===== config.mk =====
export PLATFORM = sky130hd
export DESIGN_NAME = cmp_ge_serial
export DESIGN_NICKNAME = d
export VERILOG_FILES = /design/src/rtl/cmp_ge_serial_pkg.sv /design/src/rtl/CmpGE.sv /design/src/rtl/cmp_ge_serial_digit.sv /design/src/rtl/cmp_ge_serial.sv
export SDC_FILE = /design/constraint.sdc
export NUM_CORES = 1
export LEC_CHECK = 0
export BUFFER_PORTS_ARGS = -buffer_cell sky130_fd_sc_hd__buf_2
export CELL_PAD_IN_SITES_DETAIL_PLACEMENT = 1
export CELL_PAD_IN_SITES_GLOBAL_PLACEMENT = 2
export CORE_MARGIN = 2
export CORE_UTILIZATION = 30
export CTS_CLUSTER_SIZE = 28
export DETAILED_ROUTE_END_ITERATION = 8
export MAX_ROUTING_LAYER = met4
export PLACE_DENSITY_LB_ADDON = 0.25
export SLEW_MARGIN = 20
export SYNTH_ARGS = -nofsm -noshare
export SYNTH_HDL_FRONTEND = slang
export SYNTH_HIERARCHICAL = 1
export SYNTH_SLANG_ARGS = --single-unit
export TNS_END_PERCENT = 20

===== constraint.sdc =====
create_clock -name clk_i -period 1.4 [get_ports clk_i]
set_input_delay 0.07 -clock clk_i [delete_from_list [all_inputs] [get_ports clk_i]]
set_output_delay 0.07 -clock clk_i [all_outputs]
set_load 0.05 [all_outputs]

===== src/rtl/cmp_ge_serial_pkg.sv =====
// Shared types and helpers for the digit-serial magnitude comparator.
package cmp_pkg;

    // Scan controller states.
    typedef enum logic [1:0] {
        IDLE = 2'd0,
        SCAN = 2'd1,
        DONE = 2'd2
    } cmp_serial_state_e;

    // Digit counter width: enough bits to count N digits, never less than one.
    function automatic int cnt_width(input int n);
        if (n > 1) begin
            return $clog2(n);
        end else begin
            return 1;
        end
    endfunction

endpackage


===== src/rtl/CmpGE.sv =====
// Combinational unsigned comparator GE = (A >= B).
// speed != 0 maps to a flat magnitude compare (synthesis builds a prefix tree);
// speed == 0 uses a compact LSB-first generate/propagate ripple chain.
module CmpGE #(
    parameter int width = 8,
    parameter int speed = 1
) (
    input  logic [width-1:0] A_i,
    input  logic [width-1:0] B_i,
    output logic             GE_o
);

    generate
        if (speed != 0) begin : g_fast
            assign GE_o = (A_i >= B_i);
        end else begin : g_ripple
            logic ge_s;

            // Ripple from LSB: a higher differing bit overrides the lower result.
            always_comb begin
                ge_s = 1'b1;
                for (int i = 0; i < width; i++) begin
                    ge_s = (A_i[i] & ~B_i[i]) | (~(A_i[i] ^ B_i[i]) & ge_s);
                end
            end

            assign GE_o = ge_s;
        end
    endgenerate

endmodule


===== src/rtl/cmp_ge_serial_digit.sv =====
// Per-cycle digit comparator: magnitude via CmpGE, equality via XNOR reduction.
module cmp_ge_serial_digit #(
    parameter int digit = 2,
    parameter int speed = 1
) (
    input  logic [digit-1:0] a_i,
    input  logic [digit-1:0] b_i,
    output logic             ge_o,
    output logic             eq_o
);

    CmpGE #(
        .width (digit),
        .speed (speed)
    ) u_cmp_ge (
        .A_i  (a_i),
        .B_i  (b_i),
        .GE_o (ge_o)
    );

    assign eq_o = &(a_i ~^ b_i);

endmodule


===== src/rtl/cmp_ge_serial.sv =====
// Digit-serial unsigned comparator: scans A and B MSB-first, `digit` bits per
// cycle, and reports GE = (A >= B) and EQ = (A == B) over valid/ready handshakes.
module cmp_ge_serial
    import cmp_pkg::*;
#(
    parameter int width      = 8,
    parameter int digit      = 2,
    parameter int early_exit = 1,
    parameter int speed      = 1
) (
    input  logic             clk_i,
    input  logic             rst_ni,
    input  logic             in_valid_i,
    output logic             in_ready_o,
    input  logic [width-1:0] A_i,
    input  logic [width-1:0] B_i,
    output logic             out_valid_o,
    input  logic             out_ready_i,
    output logic             GE_o,
    output logic             EQ_o
);

    localparam int N = width / digit;
    localparam int CNT_W = cnt_width(N);
    localparam logic [CNT_W-1:0] CNT_LAST = CNT_W'(N - 1);
    localparam logic [CNT_W-1:0] CNT_ONE  = CNT_W'(1);

    generate
        if ((width < 1) || (digit < 1) || ((width % digit) != 0)) begin : g_bad_params
            $error("cmp_ge_serial: width must be >= 1 and a multiple of digit");
        end
    endgenerate

    cmp_serial_state_e state_q, state_d;
    logic [width-1:0]  a_q, a_d;
    logic [width-1:0]  b_q, b_d;
    logic [CNT_W-1:0]  cnt_q, cnt_d;
    logic              dec_q, dec_d;
    logic              ge_q, ge_d;
    logic              eq_q, eq_d;

    logic              dig_ge_s;
    logic              dig_eq_s;
    logic              new_dec_s;

    cmp_ge_serial_digit #(
        .digit (digit),
        .speed (speed)
    ) u_digit (
        .a_i  (a_q[width-1 -: digit]),
        .b_i  (b_q[width-1 -: digit]),
        .ge_o (dig_ge_s),
        .eq_o (dig_eq_s)
    );

    // First difference seen while still undecided fixes the result.
    assign new_dec_s = ~dec_q & ~dig_eq_s;

    // Next-state and datapath update for the IDLE/SCAN/DONE controller.
    always_comb begin
        state_d = state_q;
        a_d     = a_q;
        b_d     = b_q;
        cnt_d   = cnt_q;
        dec_d   = dec_q;
        ge_d    = ge_q;
        eq_d    = eq_q;
        case (state_q)
            IDLE: begin
                if (in_valid_i) begin
                    a_d     = A_i;
                    b_d     = B_i;
                    cnt_d   = '0;
                    dec_d   = 1'b0;
                    state_d = SCAN;
                end else begin
                    state_d = IDLE;
                end
            end
            SCAN: begin
                if (new_dec_s) begin
                    ge_d  = dig_ge_s;
                    eq_d  = 1'b0;
                    dec_d = 1'b1;
                end else begin
                    dec_d = dec_q;
                end
                a_d   = a_q << digit;
                b_d   = b_q << digit;
                cnt_d = cnt_q + CNT_ONE;
                if (((early_exit != 0) && new_dec_s) || (cnt_q == CNT_LAST)) begin
                    state_d = DONE;
                    if (!dec_q && !new_dec_s) begin
                        // Every digit matched: operands are equal.
                        ge_d = 1'b1;
                        eq_d = 1'b1;
                    end else begin
                        dec_d = 1'b1;
                    end
                end else begin
                    state_d = SCAN;
                end
            end
            DONE: begin
                if (out_ready_i) begin
                    state_d = IDLE;
                end else begin
                    state_d = DONE;
                end
            end
            default: begin
                state_d = IDLE;
            end
        endcase
    end

    // State and datapath registers with synchronous active-low reset.
    always_ff @(posedge clk_i) begin
        if (!rst_ni) begin
            state_q <= IDLE;
            a_q     <= '0;
            b_q     <= '0;
            cnt_q   <= '0;
            dec_q   <= 1'b0;
            ge_q    <= 1'b0;
            eq_q    <= 1'b0;
        end else begin
            state_q <= state_d;
            a_q     <= a_d;
            b_q     <= b_d;
            cnt_q   <= cnt_d;
            dec_q   <= dec_d;
            ge_q    <= ge_d;
            eq_q    <= eq_d;
        end
    end

    assign in_ready_o  = (state_q == IDLE);
    assign out_valid_o = (state_q == DONE);
    assign GE_o        = ge_q;
    assign EQ_o        = eq_q;

endmodule


==> results of run 1 <==
## cells in the mapped netlist
| cell | number |
|---|---|
| nor2b_1 | 8 |
| a21oi_1 | 2 |
| o21ai_0 | 2 |
| inv_1 | 3 |
| a21o_1 | 1 |
| dfxtp_1 | 23 |
| o41ai_1 | 1 |
| nand2b_1 | 3 |
| a21boi_0 | 1 |
| o21a_1 | 1 |
| ha_1 | 3 |
| buf_12 | 1 |
| a22oi_1 | 5 |
| clkbuf_1 | 2 |
| nor3b_2 | 3 |
| xor2_1 | 2 |
| o21ba_2 | 2 |
| and2_1 | 1 |
| o31ai_1 | 1 |
| nand2_1 | 12 |
| o21bai_1 | 1 |
| o211a_1 | 12 |
| buf_6 | 4 |
| buf_2 | 1 |
| nor2_1 | 6 |
| mux2i_1 | 14 |
## worst paths after layout
kind	start	end	slack, ns
worst max-delay path	b_q[6]$_SDFFE_PN0P_	GE_o$_SDFFE_PN0P_	0.03
worst min-delay path	B_i[0]	b_q[0]$_SDFFE_PN0P_	0.06
worst max register to register	b_q[6]$_SDFFE_PN0P_	GE_o$_SDFFE_PN0P_	0.03
worst min register to register	flop	flop	0.49
## area by class of cell
class	count	area share, %
timing repair buffer	29	12.27
inverter	3	0.8000
multi-input combinational	81	46.31
clock buffer	3	2.933
tap	48	4.267
clock inverter	1	0.5333
sequential	23	32.89
## report_power, final
part           internal (mW)  total [mW]  switching [mW]
Clock                  0.201       0.428           0.227
Combinational          0.288       0.607           0.319
Sequential             0.745       0.823          0.0775
## worst reg2reg max path, cell delays in order (launching register included)
cell      delay, ns
dfxtp_2        0.39
ha_4           0.21
nand2b_4       0.13
a21o_1         0.19
o41ai_2        0.27
nor2_1         0.08
## cell families after synthesis
family          share of synthesized area, %
simple gates                           15.42
compound gates                         20.88
flops                                  39.40
mux                                    11.99
buf+inv                                7.601
fa+ha+maj                              3.212
xor+xnor                               1.499
## registers in the layout, summed over array words and instances, names as in the netlist, named ones only
signal   flops
state_q      2
dec_q        1
b_q          8
a_q          8
cnt_q        2
GE_o         1
## per-stage QoR
stage	total power [mW]	hold WS [ns]	setup TNS (ns)	instances	setup slack (ns)
after floorplan	1.286	0.1982	0	115	0.002344
after global placement	1.392	0.3314	0	184	0.001944
after detailed placement	1.416	0.3510	-0.07690	184	-0.07690
after global routing	2.002	0.07901	-0.08325	188	-0.06330
after CTS	1.852	0.06390	0	188	0.004168
final	1.858	0.06382	0	188	0.03460
## repair_timing
| action | in CTS | in global routing |
|---|---|---|
| pin swaps | 2 | 4 |
| setup endpoints to repair | 1 | 4 |
| gates resized for setup | 2 | 5 |
## metal layers
metal	vias up	wire, µm	track usage, %	part of all wire (%)
met5	-	0	-	0
met4	0	13	2.296	0.52
met3	2	101	3.578	4.0
met2	14	1276	22.50	51
met1	448	1133	14.70	45
li1	453	-	-	-
## cell usage in the layout (no fill, tap or decap), types with 2 or more instances in the layout
cell,Yosys,routed
nor3b_2,3,3
ha_1,3,2
buf_2,1,23
dfxtp_2,0,2
a21oi_1,2,2
dfxtp_1,23,21
nand2b_1,3,2
inv_1,3,2
a22oi_1,5,5
clkbuf_8,0,3
buf_4,0,5
nand2_1,12,12
mux2i_1,14,14
o211a_1,12,12
nor2_1,6,5
xor2_1,2,2
o21ai_0,2,2
o21ba_2,2,2
nor2b_1,8,7
==> results summary, run 1 <==
The routed via count divided by cell count is approximately 4.9. Once the floorplan was initialized, standard cells occupied 31.45% of the core. The count of buffer and inverter cells on the critical path is 0.

The global-route total usage across every layer came out at 12.82%. At the end of the flow the core is filled with cells to 37.88%. The initial antenna violation count was 0. The cell area after synthesis came out at around 1200 µm².

The die width is 66.42 µm. The final layout contains routed wiring with a total length of 2.524 mm. The number of failing hold endpoints at the final stage came out at 0.

The post-synthesis to final-layout area growth is 20.45%. The highest attainable clock frequency is ~730 MHz. The count of pins over their slew limit came out at 0.

At the end of routability-driven placement, the weighted congestion stood at roughly 0.72. The post-route standard cell area excluding fillers is ~1400 µm². The post-detailed-placement cell area is between 1000 and 1500 µm². The path class of the tightest hold or removal check is in2reg. The tree built by TritonCTS fans out to 23 sinks. The average wire per standard cell came out at between 10 and 15 µm. The antenna violation net count after detailed routing came out at 0.

The buffer count from post-CTS setup fixing is 0. The delay of the slowest critical-path stage came out at roughly 0.4 ns. The number of nets in the final layout came out at around 160. The count of TritonRoute iterations in the first routing pass is 3. The fraction of the yosys area taken by sequential cells came out at between 30% and 40%.

The critical path runs through a total of 5 cells. The post-route netlist has 32.86% of its cells at a drive strength greater than 1. The number of nets produced by synthesis is about 140. The flow ran to the end, and the final reports show no timing, DRC or antenna violations. The highest-delay cell along the critical path is dfxtp_2.

The maximum number of pins on one net before global-route repair is 24. In this run, the number of DRC markers left after iteration 0 of detailed routing was 33. The number of filler instances in the final layout came out at ~440. The critical path launch point type is a flop.

The die is around 66 µm tall. The highest ir drop seen on vdd came out at roughly 0.7 mV. The measured slew at the worst slew-check pin is about 0.43 ns. The gate family responsible for the most delay along the worst path is compound AO/OA/AOI/OAI gates. The count of standard-cell rows came out at 22. The max-capacitance violation count is 0. The distinct cell type count after synthesis came out at 26. The repair_antennas step left the layout with diodes totalling 0. The post-synthesis average cell area came out at approximately 10 µm². The global route total overflow came out at 0. STA classifies the critical path endpoint as a flop.

The worst path uses between 90 and 100% of the clock period. The insertion delay to the later sink of the worst-skew pair came out at 0.26 ns. Counting I/O delays and the setup requirement, the final critical path takes about 1.4 ns. The global-route wire length before repair came out at between 4 and 5 mm. The maximum clock skew at final layout is around 0.0039 ns.

The multi-input combinational cell area is 651.9 µm². The cell taking the most area after synthesis is dfxtp_1. The number of buffer cells added on primary ports came out at 23. The overall via count from detail_route came out at about 900. The data arrival time of the critical path is 1.52 ns. The via count of the first global-routing pass came out at between 900 and 1000. The maximum clock insertion buffer count is 2. Of all nets on the critical path, the largest fanout is 3. Setup repair after global routing could not meet its margin everywhere. Data on the critical path is required at its endpoint by around 1.6 ns. The boundary pin count came out at 24. The area taken by flip-flops and latches came out at around 460 µm².

The number of clock buffers added by TritonCTS is 3. The number of instances in the synthesized netlist is 115. Setup violations remaining at the end of the flow were counted as 0. The residual DRC count came out at 0. The count of warnings emitted by yosys came out at 6. After legalization and detailed placement, the total HPWL measured 1.803 mm. The cell leakage power is just under 0.7 nW. Hold repair after CTS inserted 0 buffers. The number of stages on the worst hold path is 3. The signal on the critical path passes through ha_4, nand2b_4, a21o_1, o41ai_2, nor2_1. The max-slew headroom at the worst pin came out at between 70 and 80%. The number of cells on the worst reg-to-reg path is 5.

The number of H-tree levels is 1. The clock root buffer master is clkbuf_8. The critical path is of the reg2reg type. The total power divided by cell area is about 1300 nW/µm². The clock slew seen by the registers of the worst setup and hold paths came out at ~0.09 ns. The die covers roughly 4400 µm². The TritonCTS clock tree is built. The area inside the core boundary is 3716 µm². The share of the synthesized area in the top cell type is between 30% and 40%. In the post-synthesis netlist, the biggest area contributors are dfxtp_1 39%, mux2i_1 12%, o211a_1 10%, nor2b_1 4.3%, buf_6 3.9%.

The total of flip-flops plus latches after synthesis came out at 23.
No activity file was read; power rests on OpenSTA's default activity.
==> run 2, diff against run 1 <==
--- a/config.mk
+++ b/config.mk
@@ -13,7 +13,7 @@
 export CTS_CLUSTER_SIZE = 28
 export DETAILED_ROUTE_END_ITERATION = 8
 export MAX_ROUTING_LAYER = met4
-export PLACE_DENSITY_LB_ADDON = 0.25
+export PLACE_DENSITY_LB_ADDON = 0.1
 export SLEW_MARGIN = 20
 export SYNTH_ARGS = -nofsm -noshare
 export SYNTH_HDL_FRONTEND = slang
==> run 2 against run 1 <==
  * Utilization fell by 0.10 points
  * Via count fell by 0.65%
  * Combinational power fell by 1%
  * Critical path depth rose by 1
  * Final cell count rose by 0.53%
  * Clock power fell by 4%
  * Largest cell class unchanged
  * Critical endpoint unchanged
  * Design area fell by 0.27%
  * Hold slack improved by 0.0052 ns
  * First-iteration DRC count fell by 55%
  * Sequential share of layout area rose by 0.088 points
  * Clock-buffer cell count rose by 1
  * Routed wire length fell by 6.0%
==> results summary, run 2 (synthesis results as in run 1) <==
Outcome: finished clean (unchanged). The number of violations reported at the end of detailed-routing iteration 0 is 15 (was 33). The area inside the core boundary is 3716 µm² (unchanged). Largest registers ranked by flip-flop count: a_q x8, b_q x8 (unchanged). The count of pins over their slew limit is 0 (unchanged). The number of nets in the final layout is 165 (was 164).

The initial antenna violation count came out at 0 (unchanged). The max-slew headroom at the worst pin came out at 72.70% (was 71.20%). The number of cells on the worst reg-to-reg path came out at 6 (was 5). The delay of the slowest critical-path stage is 0.33 ns (was 0.39 ns).

The data required time of the critical path came out at 1.55 ns (was 1.56 ns). The die area is 4411 µm² (unchanged). The critical path launch point type is a flop (unchanged). The residual DRC count is 0 (unchanged).

The measured slew at the worst slew-check pin was 0.4095 ns (was 0.4319 ns). The share of post-route cells with drive strength above 1 is 30.50% (was 32.86%). The number of filler instances in the final layout came out at 440 (was 441). The cell count after placement is 185 (was 184). The met1 capacity usage during global routing came to 13.59% (was 14.70%). The antenna violation net count after detailed routing was 0 (unchanged). The cell leakage power is 0.6984 nW (was 0.6942 nW). The internal power was 1.240 mW (was 1.235 mW). The via count of the first global-routing pass came out at 925 (was 940). The clock root buffer master was clkbuf_8 (unchanged).

The highest ir drop seen on vdd is 0.7756 mV (was 0.6925 mV). The half-perimeter wire length of the detailed placement result is 1.754 mm (was 1.803 mm). The routability-driven placement congestion ratio came to 0.6692 (was 0.7178). The highest attainable clock frequency is 754.4 MHz (was 732.4 MHz). The category of the critical setup timing path is reg2reg (unchanged). The total detailed-routing wirelength is 2.372 mm (was 2.524 mm). The maximum clock skew at final layout is 0.002247 ns (was 0.003865 ns). The global route total overflow came out at 0 (unchanged).

The most used routing layer is met2 (unchanged). The clock slew seen by the registers of the worst setup and hold paths came out at 0.08 ns (was 0.09 ns). The number of buffer cells added on primary ports came to 23 (unchanged). The post-route setup TNS was 0 ns (unchanged). Cell Chain, Critical Path: inv_1, ha_1, nand2b_1, a21o_1, o41ai_2, nor2_1 (was ha_4, nand2b_4, a21o_1, o41ai_2, nor2_1). The overall via count from detail_route is 911 (was 917). RSZ-0062 raised after global routing: no (was yes). The count of standard-cell rows came out at 22 (unchanged). The maximum clock insertion buffer count is 2 (unchanged). The post-route standard cell area excluding fillers is 1404 µm² (was 1408 µm²). The worst hold slack came out at 0.06900 ns (was 0.06382 ns). The kind of path behind the tightest hold check is in2reg (unchanged). The final design utilization is 37.78% (was 37.88%). The boundary pin count came out at 24 (unchanged).

The number of H-tree levels is 1 (unchanged). The number of sinks handled by clock tree synthesis came out at 23 (unchanged). The setup-violating endpoint count in the final report came out at 0 (unchanged). The insertion delay to the later sink of the worst-skew pair came out at 0.26 ns (about the same).

The number of diodes came out at 0 (unchanged). The met2 track demand over resource in global routing is 21.88% (was 22.50%). The data arrival time of the critical path came out at 1.48 ns (was 1.52 ns). The met3 track demand over resource in global routing is 4.089% (was 3.578%). The setup slack of the worst register-to-register path came to 0.07 ns (was 0.03 ns).

The global-route total usage across every layer is 12.47% (was 12.82%). The maximum number of pins on one net before global-route repair came out at 26 (was 24). Leading cell types in the layout, fill and taps excluded: 23 x buf_2, 21 x dfxtp_1, 14 x mux2i_1 (unchanged). The net switching share of the total power came out at 32.22% (was 33.57%). The final critical delay including setup and external delays is 1.326 ns (was 1.365 ns). The post-synthesis to final-layout area growth is 20.13% (was 20.45%). The highest-delay cell along the critical path is dfxtp_2 (unchanged).

The sort of element at the end of the critical path was a flop (unchanged). The global-route wire length before repair came out at 4.057 mm (was 4.215 mm). The minimum setup slack after placement came out at -0.05263 ns (was -0.07690 ns).

The initial core utilization is 31.45% (unchanged). The max-capacitance violation count was 0 (unchanged). The post-detailed-placement cell area is 1346 µm² (was 1326 µm²). The total power divided by cell area came out at 1303 nW/µm² (was 1320 nW/µm²).

The buffer count from post-CTS setup fixing came out at 0 (unchanged). The net switching power of the design came out at 0.5893 mW (was 0.6238 mW). The total power consumption of the routed design came out at 1.829 mW (was 1.858 mW). The part of the power in registers came out at 44.9% (was 44.3%). The CTS buffer count came out at 3 (unchanged). The count of TritonRoute iterations in the first routing pass came out at 4 (was 3).

The final cell count without fillers came out at 189 (was 188). The logic gate share of total power is 32.7% (about the same). The average wire per standard cell is 12.55 µm (was 13.43 µm). The die width came to 66.42 µm (unchanged). The routed via count divided by cell count came out at 4.820 (was 4.878). The die height is 66.42 µm (unchanged). The largest fanout of any net on the critical path came out at 2 (was 3). The TritonCTS clock tree was built (unchanged). The multi-input combinational cell area is 631.9 µm² (was 651.9 µm²). The final cycle utilization of the critical path is 94.69% (was 97.53%). The setup slack after layout came out at 0.07438 ns (was 0.03460 ns).

The area taken by flip-flops and latches is 462.9 µm² (unchanged). The number of failing hold endpoints at the final stage is 0 (unchanged). The most common cell after layout, fill and taps aside was buf_2 (unchanged). The part of the power in the clock network is 22.4% (was 23.0%).

The number of stages on the worst hold path came out at 3 (unchanged).
[run 2: path summary, 6_finish.rpt]
kind,startpoint,end
setup reg to reg,a_q[6]$_SDFFE_PN0P_,GE_o$_SDFFE_PN0P_
hold reg to reg,GE_o$_SDFFE_PN0P_,GE_o$_SDFFE_PN0P_
hold / removal,B_i[1],b_q[1]$_SDFFE_PN0P_
setup / recovery,a_q[6]$_SDFFE_PN0P_,GE_o$_SDFFE_PN0P_
[run 2: timing repair]
item	in CTS	in global routing
hold endpoints to repair	0	0
hold buffers	0	0
setup endpoints to repair	1	4
pin swaps	1	0
gates resized for setup	2	2
[run 2: layout make-up]
class	instances	area share, %
repair buffers	30	13.73
inverters	3	0.8021
well taps	48	4.278
clock buffers	4	3.209
multi-input cells	81	45.01
flip-flops and latches	23	32.98
[run 2: per-layer routing]
metal,up-vias,share of wire (%)
met5,-,0
met4,0,0.59
met3,2,4.6
met2,16,50
met1,436,45
li1,457,-
[run 2: power by group through the flow]
stage	logic (mW)	clock network, mW	registers [mW]
3_3_place_gp	0.587	0	0.831
2_1_floorplan	0.462	0	0.824
4_1_cts	0.605	0.429	0.822
6_report	0.598	0.409	0.821
3_5_place_dp	0.597	0	0.836
5_1_grt	0.666	0.460	0.835
[run 2: critical path: cells and delay by family, from the launching register on]
family | cells | cell delay [ns]
buffers and inverters | 1 | 0.04
adders and majority gates | 1 | 0.27
DFF | 1 | 0.33
and+or+nand+nor | 2 | 0.20
AOI/OAI and AO/OA | 2 | 0.37
==> run 3, diff against run 2 <==
--- a/config.mk
+++ b/config.mk
@@ -6,6 +6,7 @@
 export NUM_CORES = 1
 export LEC_CHECK = 0
 export BUFFER_PORTS_ARGS = -buffer_cell sky130_fd_sc_hd__buf_2
+export CAP_MARGIN = 20
 export CELL_PAD_IN_SITES_DETAIL_PLACEMENT = 1
 export CELL_PAD_IN_SITES_GLOBAL_PLACEMENT = 2
 export CORE_MARGIN = 2
@@ -14,6 +15,7 @@
 export DETAILED_ROUTE_END_ITERATION = 8
 export MAX_ROUTING_LAYER = met4
 export PLACE_DENSITY_LB_ADDON = 0.1
+export SETUP_SLACK_MARGIN = 0.3
 export SLEW_MARGIN = 20
 export SYNTH_ARGS = -nofsm -noshare
 export SYNTH_HDL_FRONTEND = slang
==> run 3 against run 2 <==
  * Clock skew rose by 0.0063 ns
  * Sequential power barely moved
  * Largest cell class unchanged
  * Combinational power rose by 27%
  * Via count rose by 3.4%
  * Final cell count rose by 3.7%
  * Clock power rose by 6.6%
  * Non-clock buffer count rose by 7
  * Utilization rose by 4.0 points
  * Critical path type unchanged
==> results summary, run 3 (synthesis results as in run 1) <==
The post-route standard cell area excluding fillers came out at 1553 µm² (was 1404 µm²). The maximum number of pins on one net before global-route repair came to 24 (was 26). The number of cells on the worst reg-to-reg path is 6 (unchanged). The highest-delay cell along the critical path was dfxtp_2 (unchanged). The highest ir drop seen on vdd is 0.3468 mV (was 0.7756 mV).

The post-cts hold buffer count came out at 0 (unchanged). The critical path launch point type is a flop (unchanged). The post-route setup TNS came out at 0 ns (unchanged). The worst flop-to-flop path startpoint was a_q[6]$_SDFFE_PN0P_ (unchanged). The delay of the slowest critical-path stage is 0.33 ns (about the same). The number of violations reported at the end of detailed-routing iteration 0 is 18 (was 15).

The count of buffer and inverter cells on the critical path came to 1 (unchanged). The number of sinks handled by clock tree synthesis came out at 23 (unchanged). The average wire per standard cell is 13.97 µm (was 12.55 µm). The routability-driven placement congestion ratio is 0.7299 (was 0.6692).

The number of failing hold endpoints at the final stage came out at 0 (unchanged). The total power divided by cell area is 1298 nW/µm² (was 1303 nW/µm²). Cell Chain, Critical Path: buf_4, xor2_1, nor2_2, o21ba_4, nor2_1, o21a_1 (was inv_1, ha_1, nand2b_1, a21o_1, o41ai_2, nor2_1).

The initial core utilization came out at 31.45% (unchanged). The count of TritonRoute iterations in the first routing pass is 4 (unchanged). The count of pins over their slew limit is 0 (unchanged). The kind of path behind the tightest hold check is in2reg (unchanged). The initial antenna violation count is 0 (unchanged). The category of the critical setup timing path is reg2reg (unchanged). The multi-input combinational cell area came to 676.9 µm² (was 631.9 µm²). The worst hold slack came out at 0.04807 ns (was 0.06900 ns). The max-capacitance violation count came to 0 (unchanged). The global-route total usage across every layer was 12.93% (was 12.47%). The data required time of the critical path came out at 1.58 ns (was 1.55 ns). The max-slew headroom at the worst pin came out at 66.28% (was 72.70%).

The cell leakage power came out at 0.7727 nW (was 0.6984 nW). The sort of element at the end of the critical path is a flop (unchanged). The TritonCTS clock tree is built (unchanged).

The half-perimeter wire length of the detailed placement result is 1.825 mm (was 1.754 mm). The end of the worst register-to-register path is state_q[1]$_SDFF_PN0_ (was GE_o$_SDFFE_PN0P_). The number of filler instances in the final layout came out at 445 (was 440). The number of buffer cells added on primary ports is 23 (unchanged). The post-detailed-placement cell area came out at 1335 µm² (was 1346 µm²). The global route total overflow came out at 0 (unchanged). The area inside the core boundary came out at 3716 µm² (unchanged). The post-synthesis to final-layout area growth is 32.87% (was 20.13%). The number of diodes came out at 0 (unchanged). The gate family responsible for the most delay along the worst path is compound AO/OA/AOI/OAI gates (unchanged). The antenna violation net count after detailed routing came out at 0 (unchanged). The largest fanout of any net on the critical path is 5 (was 2).

The residual DRC count came to 0 (unchanged). The share of post-route cells with drive strength above 1 is 39.19% (was 30.50%). The die area is 4411 µm² (unchanged). The global-route wire length before repair is 4.202 mm (was 4.057 mm).

The data arrival time of the critical path came out at 1.47 ns (was 1.48 ns). The final design utilization is 41.78% (was 37.78%). The clock root buffer master is clkbuf_8 (unchanged). The most common cell after layout, fill and taps aside is buf_2 (unchanged). The measured slew at the worst slew-check pin is 0.5048 ns (was 0.4095 ns). Leading cell types in the layout, fill and taps excluded: 21 x buf_2, 18 x dfxtp_1, 14 x mux2i_1 (was 23 x buf_2, 21 x dfxtp_1, 14 x mux2i_1). The maximum clock insertion buffer count came out at 2 (unchanged). The routed via count divided by cell count is 4.806 (was 4.820). The setup slack of the worst register-to-register path came out at 0.10 ns (was 0.07 ns). Outcome: finished clean (unchanged).

Largest registers ranked by flip-flop count: a_q x8, b_q x8 (unchanged). RSZ-0062 raised after global routing: yes (was no). The die width was 66.42 µm (unchanged). The number of stages on the worst hold path is 3 (unchanged). The final cycle utilization of the critical path is 92.58% (was 94.69%). The boundary pin count came out at 24 (unchanged). The area taken by flip-flops and latches was 474.2 µm² (was 462.9 µm²). The CTS buffer count came out at 3 (unchanged). The final critical delay including setup and external delays came to 1.296 ns (was 1.326 ns).

The highest attainable clock frequency is 771.5 MHz (was 754.4 MHz). The via count of the first global-routing pass was 920 (was 925). The clock slew seen by the registers of the worst setup and hold paths is 0.09 ns (was 0.08 ns). The total detailed-routing wirelength was 2.739 mm (was 2.372 mm). The insertion delay to the later sink of the worst-skew pair is 0.27 ns (was 0.26 ns).

The startpoint of the lowest-slack hold path was B_i[0] (was B_i[1]). The overall via count from detail_route is 942 (was 911). The die height is 66.42 µm (unchanged).

The worst-case hold path end point is b_q[0]$_SDFFE_PN0P_ (was b_q[1]$_SDFFE_PN0P_). The setup-violating endpoint count in the final report is 0 (unchanged). The count of standard-cell rows came out at 22 (unchanged). The number of nets in the final layout came out at 172 (was 165). The maximum clock skew at final layout came out at 0.008498 ns (was 0.002247 ns). The number of H-tree levels was 1 (unchanged).
run 3: cell count changes in the layout (fill, tap and decap cells not counted), moves of 2 or more:
cell       change
buf_2          -2
dfxtp_4        +3
buf_4          +5
buf_6          +3
o21ba_4        +2
dfxtp_1        -3
o21ba_2        -2
clkbuf_16      +2
run 3: worst max path at each step:
stage / startpoint / end / slack, ns / cells past startpoint
2_1_floorplan: a_q[6]$_SDFFE_PN0P_ / GE_o$_SDFFE_PN0P_ / 0.15 / 6
3_3_place_gp: a_q[6]$_SDFFE_PN0P_ / GE_o$_SDFFE_PN0P_ / 0.08 / 6
3_5_place_dp: a_q[6]$_SDFFE_PN0P_ / GE_o$_SDFFE_PN0P_ / 0.06 / 6
4_1_cts: b_q[6]$_SDFFE_PN0P_ / GE_o$_SDFFE_PN0P_ / 0.04 / 5
5_1_grt: a_q[6]$_SDFFE_PN0P_ / state_q[0]$_SDFF_PN0_ / 0.03 / 6
6_report: a_q[6]$_SDFFE_PN0P_ / state_q[1]$_SDFF_PN0_ / 0.10 / 6
run 3: timing repair:
action | CTS | global route
gates resized for setup | 15 | 6
setup buffers | 5 | 2
gates cloned | 0 | 2
endpoints found under the setup margin | 25 | 25
pin swaps | 6 | 6
endpoints found under the hold margin | 0 | 0
run 3: report_power, final:
group / internal, mW / switching [mW]
sequential: 0.750 / 0.0686
combinational: 0.402 / 0.359
clock: 0.199 / 0.237
run 3: worst min-delay path: cells and delay by family:
kind,cells,cell delay (ns)
AO/OA/AOI/OAI,1,0.05
buffers and inverters,1,0.07
AND/OR/NAND/NOR,1,0.09
run 3: through the flow:
stage	instances	power (mW)	setup WS [ns]
after floorplan	115	1.301	0.1465
after global placement	183	1.409	0.08480
after detailed placement	183	1.421	0.06297
after CTS	192	1.948	0.04299
after global routing	196	2.168	0.03131
final	196	2.015	0.1039
run 3: layout make-up:
class	count	area share, %
Multi-Input combinational cell	81	43.59
Inverter	3	0.7252
Clock buffer	3	2.659
Tap cell	48	3.868
Timing Repair Buffer	37	18.29
Clock inverter	1	0.3223
Sequential cell	23	30.54
run 3: per-layer routing:
layer / vias to the layer above / share of wire (%) / global-route usage (%)
met5: - / 0 / -
met2: 16 / 49 / 21.50
met3: 4 / 3.2 / 2.555
met1: 451 / 47 / 15.53
met4: 0 / 1.1 / 4.592
li1: 471 / - / -
